`config.mk`:
```
export PLATFORM = sky130hd
export DESIGN_NAME = control_sequencer
export DESIGN_NICKNAME = d
export VERILOG_FILES = /design/src/rtl/control_sequencer.sv
export SDC_FILE = /design/constraint.sdc
export NUM_CORES = 1
export LEC_CHECK = 0
export BUFFER_PORTS_ARGS = -buffer_cell sky130_fd_sc_hd__buf_2
export CAP_MARGIN = 20
export CORE_MARGIN = 2
export CORE_UTILIZATION = 24
export DETAILED_ROUTE_END_ITERATION = 8
export HOLD_SLACK_MARGIN = 0.05
export PLACE_DENSITY = 0.53
export REMOVE_ABC_BUFFERS = 1
export SLEW_MARGIN = 30
export SYNTH_ARGS = -nofsm -noshare
export SYNTH_HDL_FRONTEND = slang
export SYNTH_SLANG_ARGS = --single-unit
```
`constraint.sdc`:
```
create_clock -name clock -period 2.7 [get_ports clock]
set_input_delay 0.135 -clock clock [delete_from_list [all_inputs] [get_ports clock]]
set_output_delay 0.135 -clock clock [all_outputs]
set_load 0.01 [all_outputs]
```
`src/rtl/control_sequencer.sv`:
```
// Hardwired fetch/decode/execute sequencer driving the DataPath control strobes.
// Optional CTRL_MEM_WAIT_EN adds mem_ready to stretch the memory-access states.
module control_sequencer (
  input  logic        clock,
  input  logic        clear,
  input  logic [31:0] ir,
  input  logic        ConOut,
  input  logic        stop,
`ifdef CTRL_MEM_WAIT_EN
  input  logic        mem_ready,
`endif
  output logic        HiIn, LoIn, ZIn, PCIn, MDRIn, MARIn, YIn, OPortIn, IRIn,
  output logic        HiOut, LoOut, ZHiOut, ZLoOut, PCOut, MDROut, IPortOut, COut,
  output logic        Gra, Grb, Grc, RIn, ROut, BAOut,
  output logic        Conin,
  output logic        memread, memwrite,
  output logic [4:0]  ALUCode,
  output logic        run,
  output logic        illegal
);

  localparam logic [4:0] ALU_INC = 5'b11111;
  localparam logic [4:0] ALU_ADD = 5'b00011;
  localparam logic [4:0] ALU_AND = 5'b00101;
  localparam logic [4:0] ALU_OR  = 5'b00110;

  localparam logic [4:0] OP_LD   = 5'b00000, OP_LDI  = 5'b00001, OP_ST   = 5'b00010;
  localparam logic [4:0] OP_ADD  = 5'b00011, OP_SUB  = 5'b00100, OP_AND  = 5'b00101;
  localparam logic [4:0] OP_OR   = 5'b00110, OP_ADDI = 5'b01100, OP_ANDI = 5'b01101;
  localparam logic [4:0] OP_ORI  = 5'b01110, OP_BR   = 5'b10010, OP_JR   = 5'b10011;
  localparam logic [4:0] OP_IN   = 5'b10101, OP_OUT  = 5'b10110, OP_MFHI = 5'b10111;
  localparam logic [4:0] OP_MFLO = 5'b11000, OP_NOP  = 5'b11001, OP_HALT = 5'b11010;

  typedef enum logic [3:0] {
    S_RESET, S_T0, S_T1, S_T2, S_T3, S_T4, S_T5, S_T6, S_T7, S_HALT_STOP, S_HALT
  } state_t;

  typedef struct packed {
    logic hi_in, lo_in, z_in, pc_in, mdr_in, mar_in, y_in, oport_in, ir_in;
    logic hi_out, lo_out, zhi_out, zlo_out, pc_out, mdr_out, iport_out, c_out;
    logic gra, grb, grc, r_in, r_out, ba_out, conin, memread, memwrite;
    logic [4:0] alu;
    logic run, illegal;
  } ctrl_t;

  state_t     state_q, state_d, last_st;
  logic [4:0] op_q, op_d;
  logic       illegal_q, illegal_d;
  logic       known, hold, mem_ok, is_r, is_mem;
  ctrl_t      ctrl_q, ctrl_d;
  logic       unused_ir;

`ifdef CTRL_MEM_WAIT_EN
  assign mem_ok = mem_ready;
`else
  assign mem_ok = 1'b1;
`endif
  assign unused_ir = ^ir[26:0];

  // Reset parks in S_RESET (treated as T0) so T0's strobes get a full cycle after clear lifts.
  always_ff @(negedge clock or negedge clear) begin
    if (!clear) begin
      state_q        <= S_RESET;
      op_q           <= 5'd0;
      illegal_q      <= 1'b0;
      ctrl_q         <= '0;
      ctrl_q.run     <= 1'b1;
    end else begin
      state_q   <= state_d;
      op_q      <= op_d;
      illegal_q <= illegal_d;
      ctrl_q    <= ctrl_d;
    end
  end

  // Next state: instruction length and memory holds depend on the latched opcode.
  always_comb begin
    state_d   = state_q;
    op_d      = op_q;
    illegal_d = illegal_q;
    last_st   = S_T3;
    known     = 1'b1;
    hold      = 1'b0;
    case (op_q)
      OP_ADD, OP_SUB, OP_AND, OP_OR, OP_ADDI, OP_ANDI, OP_ORI, OP_LDI: last_st = S_T5;
      OP_LD: begin last_st = S_T7; hold = (state_q == S_T6) && !mem_ok; end
      OP_ST: begin last_st = S_T7; hold = (state_q == S_T7) && !mem_ok; end
      OP_BR: last_st = S_T6;
      OP_JR, OP_IN, OP_OUT, OP_MFHI, OP_MFLO, OP_NOP: last_st = S_T3;
      default: known = 1'b0;
    endcase
    case (state_q)
      S_RESET:     state_d = S_T0;
      S_T0:        state_d = S_T1;
      S_T1:        if (mem_ok) state_d = S_T2;
      S_T2: begin
        state_d = S_T3;
        op_d    = ir[31:27];
      end
      S_HALT_STOP: if (!stop) state_d = S_T0;
      S_HALT:      state_d = S_HALT;
      default: begin
        if (state_q == S_T3 && op_q == OP_HALT) begin
          state_d = S_HALT;
        end else if (state_q == S_T3 && !known) begin
          state_d   = S_HALT;
          illegal_d = 1'b1;
        end else if (hold) begin
          state_d = state_q;
        end else if (state_q == last_st) begin
          state_d = stop ? S_HALT_STOP : S_T0;
        end else begin
          state_d = state_t'(4'(state_q) + 4'd1);
        end
      end
    endcase
  end

  // Strobes for the state being entered, registered at the same negedge.
  always_comb begin
    ctrl_d         = '0;
    ctrl_d.run     = 1'b1;
    ctrl_d.illegal = illegal_d;
    is_r   = op_d inside {OP_ADD, OP_SUB, OP_AND, OP_OR};
    is_mem = op_d inside {OP_LDI, OP_LD, OP_ST};
    case (state_d)
      S_T0: begin
        ctrl_d.pc_out = 1'b1; ctrl_d.mar_in = 1'b1; ctrl_d.z_in = 1'b1; ctrl_d.alu = ALU_INC;
      end
      S_T1: begin
        ctrl_d.zlo_out = 1'b1; ctrl_d.pc_in = 1'b1; ctrl_d.memread = 1'b1; ctrl_d.mdr_in = 1'b1;
      end
      S_T2: begin
        ctrl_d.mdr_out = 1'b1; ctrl_d.ir_in = 1'b1;
      end
      S_HALT_STOP, S_HALT: ctrl_d.run = 1'b0;
      default: begin
        case (op_d)
          OP_ADD, OP_SUB, OP_AND, OP_OR, OP_ADDI, OP_ANDI, OP_ORI, OP_LDI, OP_LD, OP_ST: begin
            if (state_d == S_T3) begin
              ctrl_d.grb = 1'b1; ctrl_d.y_in = 1'b1;
              if (is_mem) ctrl_d.ba_out = 1'b1;
              else        ctrl_d.r_out  = 1'b1;
            end else if (state_d == S_T4) begin
              ctrl_d.z_in = 1'b1;
              if (is_r) begin
                ctrl_d.grc = 1'b1; ctrl_d.r_out = 1'b1; ctrl_d.alu = op_d;
              end else begin
                ctrl_d.c_out = 1'b1;
                ctrl_d.alu   = (op_d == OP_ANDI) ? ALU_AND : (op_d == OP_ORI) ? ALU_OR : ALU_ADD;
              end
            end else if (state_d == S_T5) begin
              ctrl_d.zlo_out = 1'b1;
              if (op_d == OP_LD || op_d == OP_ST) ctrl_d.mar_in = 1'b1;
              else begin ctrl_d.gra = 1'b1; ctrl_d.r_in = 1'b1; end
            end else if (state_d == S_T6) begin
              ctrl_d.mdr_in = 1'b1;
              if (op_d == OP_LD) ctrl_d.memread = 1'b1;
              else begin ctrl_d.gra = 1'b1; ctrl_d.r_out = 1'b1; end
            end else if (state_d == S_T7) begin
              if (op_d == OP_LD) begin
                ctrl_d.mdr_out = 1'b1; ctrl_d.gra = 1'b1; ctrl_d.r_in = 1'b1;
              end else ctrl_d.memwrite = 1'b1;
            end
          end
          OP_BR: begin
            if (state_d == S_T3) begin
              ctrl_d.gra = 1'b1; ctrl_d.r_out = 1'b1; ctrl_d.conin = 1'b1;
            end else if (state_d == S_T4) begin
              ctrl_d.pc_out = 1'b1; ctrl_d.y_in = 1'b1;
            end else if (state_d == S_T5) begin
              ctrl_d.c_out = 1'b1; ctrl_d.z_in = 1'b1; ctrl_d.alu = ALU_ADD;
            end else if (state_d == S_T6 && ConOut) begin
              ctrl_d.zlo_out = 1'b1; ctrl_d.pc_in = 1'b1;
            end
          end
          OP_JR:   begin ctrl_d.gra = 1'b1; ctrl_d.r_out = 1'b1; ctrl_d.pc_in    = 1'b1; end
          OP_IN:   begin ctrl_d.gra = 1'b1; ctrl_d.r_in  = 1'b1; ctrl_d.iport_out = 1'b1; end
          OP_OUT:  begin ctrl_d.gra = 1'b1; ctrl_d.r_out = 1'b1; ctrl_d.oport_in = 1'b1; end
          OP_MFHI: begin ctrl_d.gra = 1'b1; ctrl_d.r_in  = 1'b1; ctrl_d.hi_out   = 1'b1; end
          OP_MFLO: begin ctrl_d.gra = 1'b1; ctrl_d.r_in  = 1'b1; ctrl_d.lo_out   = 1'b1; end
          default: ;
        endcase
      end
    endcase
  end

  assign HiIn = ctrl_q.hi_in;       assign LoIn = ctrl_q.lo_in;     assign ZIn = ctrl_q.z_in;
  assign PCIn = ctrl_q.pc_in;       assign MDRIn = ctrl_q.mdr_in;   assign MARIn = ctrl_q.mar_in;
  assign YIn = ctrl_q.y_in;         assign OPortIn = ctrl_q.oport_in; assign IRIn = ctrl_q.ir_in;
  assign HiOut = ctrl_q.hi_out;     assign LoOut = ctrl_q.lo_out;   assign ZHiOut = ctrl_q.zhi_out;
  assign ZLoOut = ctrl_q.zlo_out;   assign PCOut = ctrl_q.pc_out;   assign MDROut = ctrl_q.mdr_out;
  assign IPortOut = ctrl_q.iport_out; assign COut = ctrl_q.c_out;
  assign Gra = ctrl_q.gra;          assign Grb = ctrl_q.grb;        assign Grc = ctrl_q.grc;
  assign RIn = ctrl_q.r_in;         assign ROut = ctrl_q.r_out;     assign BAOut = ctrl_q.ba_out;
  assign Conin = ctrl_q.conin;      assign memread = ctrl_q.memread; assign memwrite = ctrl_q.memwrite;
  assign ALUCode = ctrl_q.alu;      assign run = ctrl_q.run;        assign illegal = ctrl_q.illegal;

endmodule
```
-- Yosys cells after proc, flatten, opt, wreduce, memory -nomap -nowiden
Index checks and enable logic that the tools add are counted.
W data, S select, Z words.
- equal/unequal tests: 49
- reductions and logical operators: 24
- bitwise operators: 2
- muxes and demuxes: 100
- $add $sub $neg: 1
- operators by type and width (operator ; count):
    $eq A5 B5 Y1 const B ; 14
    $mux W1 ; 52
    $mux W2 ; 17
    $eq A5 B3 Y1 const B ; 6
    $eq A5 B4 Y1 const B ; 6
    $pmux W1 S2 ; 12
    $pmux W4 S6 ; 1
    $eq A4 B3 Y1 const B ; 5
    $eq A4 B4 Y1 const B ; 5
    $eq A5 B2 Y1 const B ; 4
    $mux W4 ; 5
    $pmux W5 S2 ; 2
    $reduce_or A17 Y1 ; 1
    $eq A4 B2 Y1 const B ; 4
    $mux W5 ; 3
    $pmux W4 S3 ; 1
    $reduce_or A4 Y1 ; 3
    $eq A5 B1 Y1 const B ; 2
    $logic_not A5 Y1 ; 2
    $reduce_or A10 Y1 ; 1
    $reduce_or A5 Y1 ; 2
    $mux W9 ; 1
    $eq A4 B1 Y1 const B ; 2
    $reduce_or A8 Y1 ; 1
    other kinds (17) ; 24
- flip-flop bits (word level): 39
- word-level logic and storage cells: 204
- output and inout port bits: 33
- bits of input ports: 36

-- Longest topological paths before layout
Gate-level depths: netlist (run 1).
- depth after elaboration: 16
- gate-level depth with buffers: 13

==> flow_metrics.env, run 1 <==
export IMPL_cts_root_buf="clkbuf_8"
export IMPL_fp_dieH_um=101
export IMPL_drv_slew=0
export IMPL_drive_gt1_share_pct=51.1
export IMPL_reg2reg_from="op_q[4]"
export IMPL_detail_route_first_pass_iterations=4
export IMPL_via_per_inst=4.70
export IMPL_routabilityCongestion=0.837
export IMPL_dpl_worst_slack_ns=-0.556
export IMPL_clock_sinks=39
export IMPL_final_core_util_pct=37.6
export IMPL_clock_path_buffers=2
export IMPL_rsz0062_at_grt="yes"
export IMPL_r2r_end="Gra"
export IMPL_synth_edf_count=0
export IMPL_crit_path_top_delay_cell="or4_4"
export IMPL_cts_buffers_inserted=5
export IMPL_synth_main_ff_cell="dfrtn_1"
export IMPL_antenna_found_initial=0
export IMPL_initial_core_util_pct=24.7
export IMPL_netlist_area_mm2=0.00227
export IMPL_groute_usage_overall_pct=13.0
export IMPL_status="complete, but fails checks"
export IMPL_nNetsFinal=395
export IMPL_cp_arrival_ns=1.73
export IMPL_antenna_left=0
export IMPL_htreeDepth=2
export IMPL_die_x_um=101
export IMPL_cp_num_buf_inv=1
export IMPL_cts_tree="done"
export IMPL_max_stage_delay_ns=0.55
export IMPL_whs_endpoint="illegal"
export IMPL_setup_tns_ns=-0.313
export IMPL_drv_cap=0
export IMPL_post_synth_cell_area_avg_um2=9.12
export IMPL_hold_violations=0
export IMPL_dpl_hpwl_um=4850
export IMPL_top_layer="met4"
export IMPL_yosys_warnings=0
export IMPL_io_pins=69
export IMPL_critPathKind="input port to register"
export IMPL_grt_overflow=0
export IMPL_fin_ws_ns=-0.0493
export IMPL_synth_seq_cells=39
export IMPL_cp_cell_sequence="buf_2, mux2i_2, nand2_1, or3_4, or4_4, a22o_1, nand3_2"
export IMPL_grt_pass1_wl_um=10400
export IMPL_path_delay_family="simple AND/OR/NAND/NOR gates"
export IMPL_die_area_mm2=0.0103
export IMPL_cp_required_ns=1.68
export IMPL_core_region_area_mm2=0.00920
export IMPL_wl_met3_um=235
export IMPL_grt_pass1_vias=2143
export IMPL_hp_class="register to register"
export IMPL_met2_wirelength_um=3140
export IMPL_critPathLaunchType="input port"
export IMPL_failed_checks="negative setup slack"
export IMPL_synth_distinct_cells=57
export IMPL_syn_inst=249
export IMPL_antennaDiodeCount=0
export IMPL_hp_start="illegal"
export IMPL_fin_worst_skew_ns=0.0539
export IMPL_wire_per_inst_um=14.1
export IMPL_async_flop_share_pct=100
export IMPL_grt_max_degree=21
export IMPL_setup_viol=9
export IMPL_cp_max_fo=3
export IMPL_clk_latency_ns=0.35
export IMPL_r2r_slack_ns=0.05
export IMPL_drtIter0Drc=103
export IMPL_port_buffers=38
export IMPL_fp_row_count=35
export IMPL_holdBufCountCts=0
export IMPL_wl_um=6600
export IMPL_wl_met1_um=3190
export IMPL_syn_to_final_growth_pct=52.4
export IMPL_clk_pin_slew_ns=0.06
export IMPL_critPathCaptureType="register"
export IMPL_hold_depth=1
export IMPL_vias=2197
export IMPL_worstRegToRegCells=9
export IMPL_ys_seq_area_share_pct=43.1
export IMPL_drcViolationCount=0
## cell families after synthesis
group,share of synthesized area [%]
DFF,43.1
buffers and inverters,8.21
xor gates and xnor gates,1.16
and+or+nand+nor,24.6
AOI/OAI and AO/OA,16.8
muxes,3.80
adders and majority gates,2.21
other,0.165
## cells in the final DEF (no fill, tap or decap), types with 4 or more instances in the layout
master	n
inv_1	12
o21ai_2	4
clkbuf_8	5
o21ai_0	7
nor2_4	5
nand2b_1	4
a21oi_1	8
buf_4	65
nand2_2	5
nand3_1	9
o211ai_1	5
or3_1	4
ha_1	4
nand2_1	19
buf_2	36
nor2_1	14
nor3_1	6
dfrtn_1	38
buf_6	9
a21oi_2	6
and2_4	4
## layout make-up
type	count	area, um^2
sequential	39	977
tap	111	139
timing repair buffer	112	810
fill	908	5740
clock buffer	5	68.8
inverter	16	71.3
clock inverter	4	18.8
multi-input combinational	180	1380
## per-stage QoR
step / instances / hold slack, ns / cell area (um^2)
final: 467 / 0.428 / 3460
after global routing: 467 / 0.472 / 3460
after CTS: 464 / 0.432 / 3210
after detailed placement: 443 / 0.422 / 2950
after global placement: 443 / 0.427 / 2950
after floorplan: 236 / 0.474 / 2160
## routing by layer
metal / vias to the layer above / GRT usage (%)
met2: 45 / 20.2
met1: 1063 / 18.2
li1: 1085 / -
met5: - / 0
met3: 4 / 2.90
met4: 0 / 3.64
## Yosys cell counts (4+ instances only)
master     n  share of area, %
nand2_1   23               3.8
nor3_1     7               1.5
o21ai_0   14               3.1
buf_4      6               2.0
nand2b_1   4               1.1
a21oi_1   16               3.5
nor2_1    21               3.5
inv_1     12               2.0
nand3_1   12               2.6
mux2i_1    5               2.2
and2_1     4               1.1
ha_1       4               2.2
buf_2      5               1.1
or3_1      6               1.7
o211ai_1   5               1.7
dfrtn_1   38                42
## what timing repair did
item / in CTS / in global routing
resized for setup: 25 / 52
setup endpoints to repair: 23 / 21
pin swaps: 17 / 20
buffers inserted: 13 / 3
## how the worst max path moves through the flow
stage,startpoint,to,slack [ns],depth (start not counted)
floorplan,stop,ZIn,-0.38,9
global placement,stop,ZIn,-0.52,10
detailed placement,stop,ZIn,-0.56,10
CTS,stop,Gra,-0.07,10
global route,stop,MDROut,-0.12,11
finish,ir[30],Gra,-0.05,7
Power of run 1 is not shown: default switching activity piles up to over one toggle a cycle in this logic, so the estimate is an artifact.
==> inputs of run 2 (changes only) <==
- BUFFER_PORTS_ARGS: -buffer_cell sky130_fd_sc_hd__buf_2 -> -buffer_cell sky130_fd_sc_hd__buf_4
==> flow_metrics.env, run 2 (synthesized netlist as in run 1, its figures left out) <==
export IMPL_status="complete, but fails checks"
export IMPL_failed_checks="negative setup slack"
export IMPL_htreeDepth=2
export IMPL_die_area_mm2=0.0103
export IMPL_core_region_area_mm2=0.00920
export IMPL_fp_dieH_um=101
export IMPL_grt_pass1_wl_um=10600
export IMPL_fin_worst_skew_ns=0.0520
export IMPL_cp_max_fo=5
export IMPL_layout_common_cells="buf_4, dfrtn_1, nand2_1"
export IMPL_via_per_inst=4.67
export IMPL_clock_sinks=39
export IMPL_cp_required_ns=1.68
export IMPL_dpl_hpwl_um=4800
export IMPL_cts_tree="done"
export IMPL_drv_cap=0
export IMPL_clock_path_buffers=2
export IMPL_drcViolationCount=0
export IMPL_wl_um=6510
export IMPL_grt_max_degree=40
export IMPL_fp_row_count=35
export IMPL_groute_usage_overall_pct=13.2
export IMPL_rsz0062_at_grt="yes"
export IMPL_grt_overflow=0
export IMPL_detail_route_first_pass_iterations=5
export IMPL_cts_buffers_inserted=5
export IMPL_die_x_um=101
export IMPL_routabilityCongestion=0.831
export IMPL_irDropWorstVdd_mv=0.467
export IMPL_antennaDiodeCount=0
export IMPL_cp_arrival_ns=1.78
export IMPL_cellPowerDensity_mw_per_mm2=1620
export IMPL_clk_pin_slew_ns=0.05
export IMPL_antenna_left=0
export IMPL_multi_input_area_mm2=0.00127
export IMPL_cellLeakagePower_nw=1.61
export IMPL_layoutNonFillerInstCount=465
export IMPL_hold_slack_ns=0.429
export IMPL_fillers=934
export IMPL_critPathLaunchType="input port"
export IMPL_io_pins=69
export IMPL_critPathCaptureType="register"
export IMPL_fin_ws_ns=-0.102
export IMPL_wire_per_inst_um=14.0
export IMPL_drive_gt1_share_pct=45.8
export IMPL_holdBufCountCts=0
export IMPL_vias=2172
export IMPL_hp_class="register to register"
export IMPL_worst_pin_slew_ns=0.502
export IMPL_cts_root_buf="clkbuf_8"
export IMPL_drtIter0Drc=116
export IMPL_critPathKind="input port to register"
export IMPL_hold_violations=0
export IMPL_mostFrequentLayoutCell="buf_4"
export IMPL_seqCellArea_um2=977
export IMPL_clk_latency_ns=0.35
export IMPL_initial_core_util_pct=24.7
export IMPL_syn_to_final_growth_pct=49.1
export IMPL_drv_slew=0
export IMPL_grt_pass1_vias=2190
export IMPL_finalPower_w=0.00546
export IMPL_setup_viol=9
export IMPL_slew_headroom_pct=66.5
export IMPL_nNetsFinal=393
export IMPL_dp_cells=447
export IMPL_antenna_found_initial=0
export IMPL_port_buffers=38
-- run 2: worst paths after layout --
kind                            start  slack (ns)  depth (start not counted)  endpoint
min reg2reg                   illegal        0.43                          1   illegal
min in group asynchronous       clear        1.04                          1     MDRIn
min                           illegal        0.43                          1   illegal
max reg2reg                state_q[0]        0.05                         11       Gra
max                              stop       -0.10                         10       Gra
max in group asynchronous       clear        1.23                          1       run
-- run 2: power by group --
part / internal (W) / leakage (nW) / total (W) / switching (W)
clock: 0.000183 / 0.0475 / 0.000396 / 0.000212
combinational: 0.00197 / 1.05 / 0.00414 / 0.00218
sequential: 0.000780 / 0.511 / 0.000928 / 0.000148
total: 0.00293 / 1.61 / 0.00546 / 0.00254
-- run 2: cell type report --
| class | instances | area share, % |
|---|---|---|
| Inverter | 16 | 1.96 |
| Timing Repair inverter | 1 | 0.222 |
| Sequential cell | 39 | 28.9 |
| Tap cell | 111 | 4.11 |
| Clock buffer | 7 | 2.26 |
| Clock inverter | 2 | 0.259 |
| Multi-Input combinational cell | 180 | 37.7 |
| Timing Repair Buffer | 109 | 24.6 |
-- run 2: critical path: stages --
cell and delay [ns]:
buf_8 0.08, inv_2 0.02, o21ai_1 0.11, a211o_1 0.19, and2_4 0.15, a31o_4 0.15
clkinvlp_4 0.13, or4_4 0.53, a22o_1 0.21, nand3_1 0.07
-- run 2: layer usage --
layer  GRT usage [%]  vias up  wire [um]  share of wire [%]
met5               0        -          0                  0
met4            4.05        0         83                1.3
met3            2.90        9        315                4.8
met2            20.4       48       2930                 45
met1            18.5     1039       3180                 49
li1                -     1076          -                  -
-- run 2: repair_timing --
action | in CTS | in global routing
endpoints found under the hold margin | 0 | 0
gates resized for setup | 25 | 21
pin swaps | 17 | 16
buffers inserted | 4 | 5
gates cloned | 1 | 0
endpoints found under the setup margin | 20 | 21
-- run 2: per-stage QoR --
step,setup slack (ns),setup TNS (ns),area (um^2),util [%]
floorplan,-0.378,-4.17,2160,-
global placement,-0.532,-10.83,3050,33.1
detailed placement,-0.568,-11.60,3050,33.1
CTS,-0.100,-0.211,3240,35.2
global route,-0.145,-1.23,3380,36.8
finish,-0.102,-0.394,3380,36.8
(Power assumes the default switching activity.)
